**src/rtl/q_argmax_if.sv**
```systemverilog
// Handshake and RAM read-port bundle between the policy FSM, the argmax reader
// and the action/Q-value RAM.
interface q_argmax_if #(
   parameter int STATE_W = 4,
   parameter int ACT_W   = 2,
   parameter int DATA_W  = 16
);
   localparam int ADDR_W = STATE_W + ACT_W;

   logic                     start;
   logic [STATE_W-1:0]       state_in;
   logic                     busy;
   logic                     done;
   logic [ACT_W-1:0]         best_act;
   logic signed [DATA_W-1:0] best_q;
   logic                     explore;
   logic                     ram_en;
   logic [ADDR_W-1:0]        ram_rd_addr;
   logic signed [DATA_W-1:0] ram_data;

   modport slave (
      input  start, state_in, ram_data,
      output busy, done, best_act, best_q, explore, ram_en, ram_rd_addr
   );

   modport master (
      output start, state_in, ram_data,
      input  busy, done, best_act, best_q, explore, ram_en, ram_rd_addr
   );
endinterface

```
**src/rtl/q_argmax_reader.sv**
```systemverilog
// Scans one state row of the Q-value RAM and reports the action with the largest
// signed Q-value. Optional epsilon-greedy selection under macro EPS_GREEDY_EN.
module q_argmax_reader #(
   parameter int         STATE_W    = 4,
   parameter int         ACT_W      = 2,
   parameter int         DATA_W     = 16,
   parameter logic [7:0] EPS_THRESH = 8'd26
) (
   input logic     clk,
   input logic     rst,
   q_argmax_if.slave bus
);
   localparam int NUM_ACT = 2 ** ACT_W;

   typedef enum logic [1:0] {IDLE, SCAN, FINISH} state_t;

   state_t                   state_q;
   logic [ACT_W:0]           cnt;
   logic [STATE_W-1:0]       row_q;
   logic                     vld_p0, vld_p1;
   logic [ACT_W-1:0]         act_p0, act_p1;
   logic signed [DATA_W-1:0] run_q;
   logic [ACT_W-1:0]         run_act;
   logic                     accept, issue, last_cmp;

   function automatic logic q_gt(input logic signed [DATA_W-1:0] a,
                                 input logic signed [DATA_W-1:0] b);
      return a > b;
   endfunction

   assign accept   = (state_q == IDLE) && bus.start;
   assign issue    = (state_q == SCAN) && (cnt < (ACT_W+1)'(NUM_ACT));
   assign last_cmp = vld_p1 && (act_p1 == ACT_W'(NUM_ACT - 1));

`ifdef EPS_GREEDY_EN
   logic [15:0] lfsr;
`else
   logic unused_eps;
   assign unused_eps = ^EPS_THRESH;
`endif

   always_ff @(posedge clk) begin
      if (rst) begin
         state_q         <= IDLE;
         cnt             <= '0;
         vld_p0          <= 1'b0;
         vld_p1          <= 1'b0;
         bus.busy        <= 1'b0;
         bus.done        <= 1'b0;
         bus.best_act    <= '0;
         bus.best_q      <= '0;
         bus.explore     <= 1'b0;
         bus.ram_en      <= 1'b0;
         bus.ram_rd_addr <= '0;
`ifdef EPS_GREEDY_EN
         lfsr            <= 16'hACE1;
`endif
      end else begin
`ifdef EPS_GREEDY_EN
         lfsr <= {lfsr[14:0], lfsr[15] ^ lfsr[13] ^ lfsr[12] ^ lfsr[10]};
`endif
         // p0: address issued this edge; p1: RAM registering it; compare one edge later
         vld_p0   <= accept || issue;
         vld_p1   <= vld_p0;
         bus.done <= 1'b0;
         case (state_q)
            IDLE: begin
               if (bus.start) begin
                  bus.ram_en      <= 1'b1;
                  bus.ram_rd_addr <= {bus.state_in, {ACT_W{1'b0}}};
                  bus.busy        <= 1'b1;
                  cnt             <= (ACT_W+1)'(1);
                  state_q         <= SCAN;
               end
            end
            SCAN: begin
               if (issue) begin
                  bus.ram_rd_addr <= {row_q, cnt[ACT_W-1:0]};
                  cnt             <= cnt + 1'b1;
               end else begin
                  bus.ram_en <= 1'b0;
               end
               if (last_cmp) state_q <= FINISH;
            end
            FINISH: begin
               bus.best_q <= run_q;
               bus.done   <= 1'b1;
               bus.busy   <= 1'b0;
               state_q    <= IDLE;
`ifdef EPS_GREEDY_EN
               if (lfsr[7:0] < EPS_THRESH) begin
                  bus.best_act <= lfsr[8 +: ACT_W];
                  bus.explore  <= 1'b1;
               end else begin
                  bus.best_act <= run_act;
                  bus.explore  <= 1'b0;
               end
`else
               bus.best_act <= run_act;
`endif
            end
            default: state_q <= IDLE;
         endcase
      end
   end

   // Datapath: row latch, action tags and running max; qualified by the valids above
   always_ff @(posedge clk) begin
      if (accept && !rst) row_q <= bus.state_in;
      act_p0 <= (state_q == IDLE) ? '0 : cnt[ACT_W-1:0];
      act_p1 <= act_p0;
      if (vld_p1 && ((act_p1 == '0) || q_gt(bus.ram_data, run_q))) begin
         run_q   <= bus.ram_data;
         run_act <= act_p1;
      end
   end
endmodule

```
**src/flat_wrapper.sv**
```systemverilog
// flat-port wrapper written by rule: the top's interface ports become plain ports
module q_argmax_reader_flat 
#(
   parameter int         STATE_W    = 4,
   parameter int         ACT_W      = 2,
   parameter int         DATA_W     = 16,
   parameter logic [7:0] EPS_THRESH = 8'd26
)
  (clk, rst, bus_start, bus_state_in, bus_ram_data, bus_busy, bus_done, bus_best_act, bus_best_q, bus_explore, bus_ram_en, bus_ram_rd_addr);
  q_argmax_if #(.STATE_W(STATE_W), .ACT_W(ACT_W), .DATA_W(DATA_W)) bus_i ();
  input logic clk;
  input logic rst;
  input wire logic [$bits(bus_i.start)-1:0] bus_start;
  input wire logic [$bits(bus_i.state_in)-1:0] bus_state_in;
  input wire logic [$bits(bus_i.ram_data)-1:0] bus_ram_data;
  output wire logic [$bits(bus_i.busy)-1:0] bus_busy;
  output wire logic [$bits(bus_i.done)-1:0] bus_done;
  output wire logic [$bits(bus_i.best_act)-1:0] bus_best_act;
  output wire logic [$bits(bus_i.best_q)-1:0] bus_best_q;
  output wire logic [$bits(bus_i.explore)-1:0] bus_explore;
  output wire logic [$bits(bus_i.ram_en)-1:0] bus_ram_en;
  output wire logic [$bits(bus_i.ram_rd_addr)-1:0] bus_ram_rd_addr;
  assign bus_i.start = bus_start;
  assign bus_i.state_in = bus_state_in;
  assign bus_i.ram_data = bus_ram_data;
  assign bus_busy = bus_i.busy;
  assign bus_done = bus_i.done;
  assign bus_best_act = bus_i.best_act;
  assign bus_best_q = bus_i.best_q;
  assign bus_explore = bus_i.explore;
  assign bus_ram_en = bus_i.ram_en;
  assign bus_ram_rd_addr = bus_i.ram_rd_addr;
  q_argmax_reader #(.STATE_W(STATE_W), .ACT_W(ACT_W), .DATA_W(DATA_W), .EPS_THRESH(EPS_THRESH)) u_core (.clk(clk), .rst(rst), .bus(bus_i));
endmodule
```
**config.mk**
```make
export PLATFORM = sky130hd
export DESIGN_NAME = q_argmax_reader_flat
export DESIGN_NICKNAME = d
export VERILOG_FILES = /design/src/rtl/q_argmax_if.sv /design/src/rtl/q_argmax_reader.sv /design/src/flat_wrapper.sv
export SDC_FILE = /design/constraint.sdc
export NUM_CORES = 1
export LEC_CHECK = 0
export BUFFER_PORTS_ARGS = -buffer_cell sky130_fd_sc_hd__buf_2
export CORE_UTILIZATION = 48
export DETAILED_ROUTE_END_ITERATION = 7
export GPL_TIMING_DRIVEN = 0
export PLACE_DENSITY = 0.8
export SLEW_MARGIN = 20
export SYNTH_ARGS = -nofsm -noshare
export SYNTH_HDL_FRONTEND = slang
export SYNTH_SLANG_ARGS = --single-unit
export TNS_END_PERCENT = 10
```
**constraint.sdc**
```tcl
create_clock -name clk -period 2.8 [get_ports clk]
set_clock_uncertainty 0.1 [all_clocks]
set_input_delay 0 -clock clk [delete_from_list [all_inputs] [get_ports clk]]
set_output_delay 0 -clock clk [all_outputs]
set_load 0.03 [all_outputs]
```
==> out/results.ini <==
[detailed_routing]
wire_per_inst_microns = 12.5
postRouteAntennaNets = 0
first_pass_iters = 4
vias_per_cell = 4.83
drc = 0
drt_wl_total_microns = 4910
vias = 1900
drt-initial-drc-count = 65

[final_layout]
synthToLayoutAreaGrowth_pct = 30.8
n_antenna_cell = 0
fin_util = 0.665
drive_gt1_frac = 0.221
final_common_cell = buf_2
nets = 361
final_area_sq_um = 3180
final_cell_mix = buf_2 (52), nand2_1 (45), dfxtp_1 (38)

[power_and_ir_drop]
p_per_area_nw_per_um2 = 575
p_leak_nw = 1.38
ir_drop_mv = 0.318
finalPower_mw = 1.83

[synth]
syn-num-nets = 279
yosys_warnings = 0
synth-seq-area-share = 0.584
synthCells = 239
syn-cell-area_sq_um = 2430
synth_seq_cells = 60
avgSynthCellArea_sq_um = 10.2
synth.distinct_cells = 30

[floorplanning]
start_util = 0.508
core.rowCount = 25
ios = 51
core_sq_um = 4790
die_w_microns = 73.2
die_area_sq_um = 5360
die_y_microns = 73.2

[placed_design]
place_area_sq_um = 2760
dp_hpwl_microns = 3310
io_buffers = 48
gp_congestion = 0.772

[clock_network]
cts_root_buffer = clkbuf_8
cts_buffers = 9
cts_buffer_depth = 2
cts_sinks = 60
htree_levels = 3
cts_tree = done
clk_pin_slew_worst_paths_ns = 0.07
clock_latency_ns = 0.34

[status]
outcome = finished clean

[worst_hold_path]
min_path_type = flop to flop
min-delay-start = u_core.act_p0[0]$_SDFF_PP0_

[setup_path]
critPathRequiredTime_ns = 2.79
crit_arrival_ns = 2.45
critical_path_class = flop to flop
crit_path_end_kind = flop
start_kind = flop
crit_start = u_core.run_q[11]$_DFFE_PP_
crit_fanout = 18
reg2reg_from = u_core.run_q[11]$_DFFE_PP_

[global_route]
grt_remaining_overflow = 0
antenna_found_initial = 0
grt_max_degree = 19
grt.total_usage = 0.193
grt_pass1_vias = 1744
grt_pass1_wl_microns = 7510

[timing]
setup_violations = 0
min_period_ns = 2.46
rsz0062_at_grt = false
report.final.slew_viol_count = 0
whs_ns = 0.226
max_freq_ghz = 0.407
tns_ns = 0
finalCritPeriodShare = 0.877
finalHoldViolations = 0

[job]
cap_violations = 0

Yosys cell counts:
cell | number | area share
nor3_1 | 1 | 0.0021
o211ai_1 | 1 | 0.0031
dfxtp_1 | 38 | 0.31
a21oi_1 | 29 | 0.060
o31ai_1 | 1 | 0.0031
nand3_1 | 3 | 0.0062
nor2b_1 | 7 | 0.018
a21oi_2 | 1 | 0.0036
mux2i_1 | 4 | 0.016
clkbuf_1 | 6 | 0.0093
buf_4 | 1 | 0.0031
nand3b_1 | 4 | 0.012
nor2_1 | 12 | 0.019
o311ai_0 | 1 | 0.0036
edfxtp_1 | 22 | 0.27
a211oi_1 | 4 | 0.012
a41oi_1 | 1 | 0.0036
or4_4 | 1 | 0.0046
conb_1 | 1 | 0.0015
o21ai_0 | 5 | 0.010
nand2b_1 | 3 | 0.0077
a21o_1 | 2 | 0.0062
ha_1 | 17 | 0.087
inv_1 | 19 | 0.029
and3_1 | 1 | 0.0026
buf_2 | 4 | 0.0082
nand4_1 | 3 | 0.0077
a31oi_1 | 1 | 0.0026
nor3b_1 | 1 | 0.0031
nand2_1 | 45 | 0.069
registers in the layout (all words and copies together), names as in the netlist, 3 cells and up:
name and count:
u_core.bus.best_q 16, u_core.cnt 3, u_core.bus.ram_rd_addr 6, u_core.row_q 4, u_core.run_q 16
logic make-up (layout without fill, tap and decap cells):
logic type	after synthesis	after routing	synth area share
AOI/OAI and AO/OA	46	46	0.108
adders and majority gates	17	17	0.0874
buffers and inverters	30	117	0.0499
DFF	60	60	0.584
muxes	4	4	0.0165
other	1	1	0.00154
and+or+nand+nor	81	81	0.152
routing by layer:
layer | track usage | share of wire | up-vias | wire length (microns)
met5 | 0 | 0 | - | 0
met4 | 0.118 | 0.016 | 0 | 80
met3 | 0.0483 | 0.051 | 10 | 248
met2 | 0.310 | 0.48 | 56 | 2370
met1 | 0.232 | 0.45 | 856 | 2210
li1 | - | - | 978 | -
worst max-delay path: stages, from the launching register on:
cell and delay [ns]:
edfxtp_1 0.36, inv_1 0.06, ha_1 0.32, nand4_1 0.17
or4_4 0.56, o31ai_1 0.39, a31oi_4 0.06, buf_12 0.18
report_power, final:
part           internal [mW]  switching [mW]
registers              0.941          0.0182
clock network          0.339           0.327
logic                 0.0893           0.117
final cells by class:
cell class | count | area [sq um]
well taps | 67 | 83.8
repair buffers | 71 | 480
fillers | 402 | 1610
inverters | 19 | 71.3
flip-flops and latches | 60 | 1420
multi-input cells | 149 | 905
clock buffers | 11 | 141
plain buffers | 11 | 50.0
clock inverters | 5 | 27.5
what timing repair did:
action	CTS	global route
endpoints found under the hold margin	29	0
pin swaps	0	1
resized for setup	1	0
hold buffers	22	0
setup buffers	0	1
setup endpoints to repair	18	18
path summary, 6_finish.rpt:
path / to / slack [ns] / cells past startpoint
worst max-delay path: u_core.run_q[8]$_DFFE_PP_ / 0.34 / 7
worst min-delay path: u_core.act_p1[0]$_DFF_P_ / 0.23 / 0
worst max register to register: u_core.run_q[8]$_DFFE_PP_ / 0.34 / 7
worst min register to register: u_core.act_p1[0]$_DFF_P_ / 0.23 / 0
per-stage QoR:
step,cells,setup WS (ns)
5_1_grt,393,0.243
3_5_place_dp,354,-0.181
3_3_place_gp,354,-0.136
4_1_cts,392,0.0935
2_1_floorplan,239,0.178
6_report,393,0.344
No activity file was read; power rests on OpenSTA's default activity.
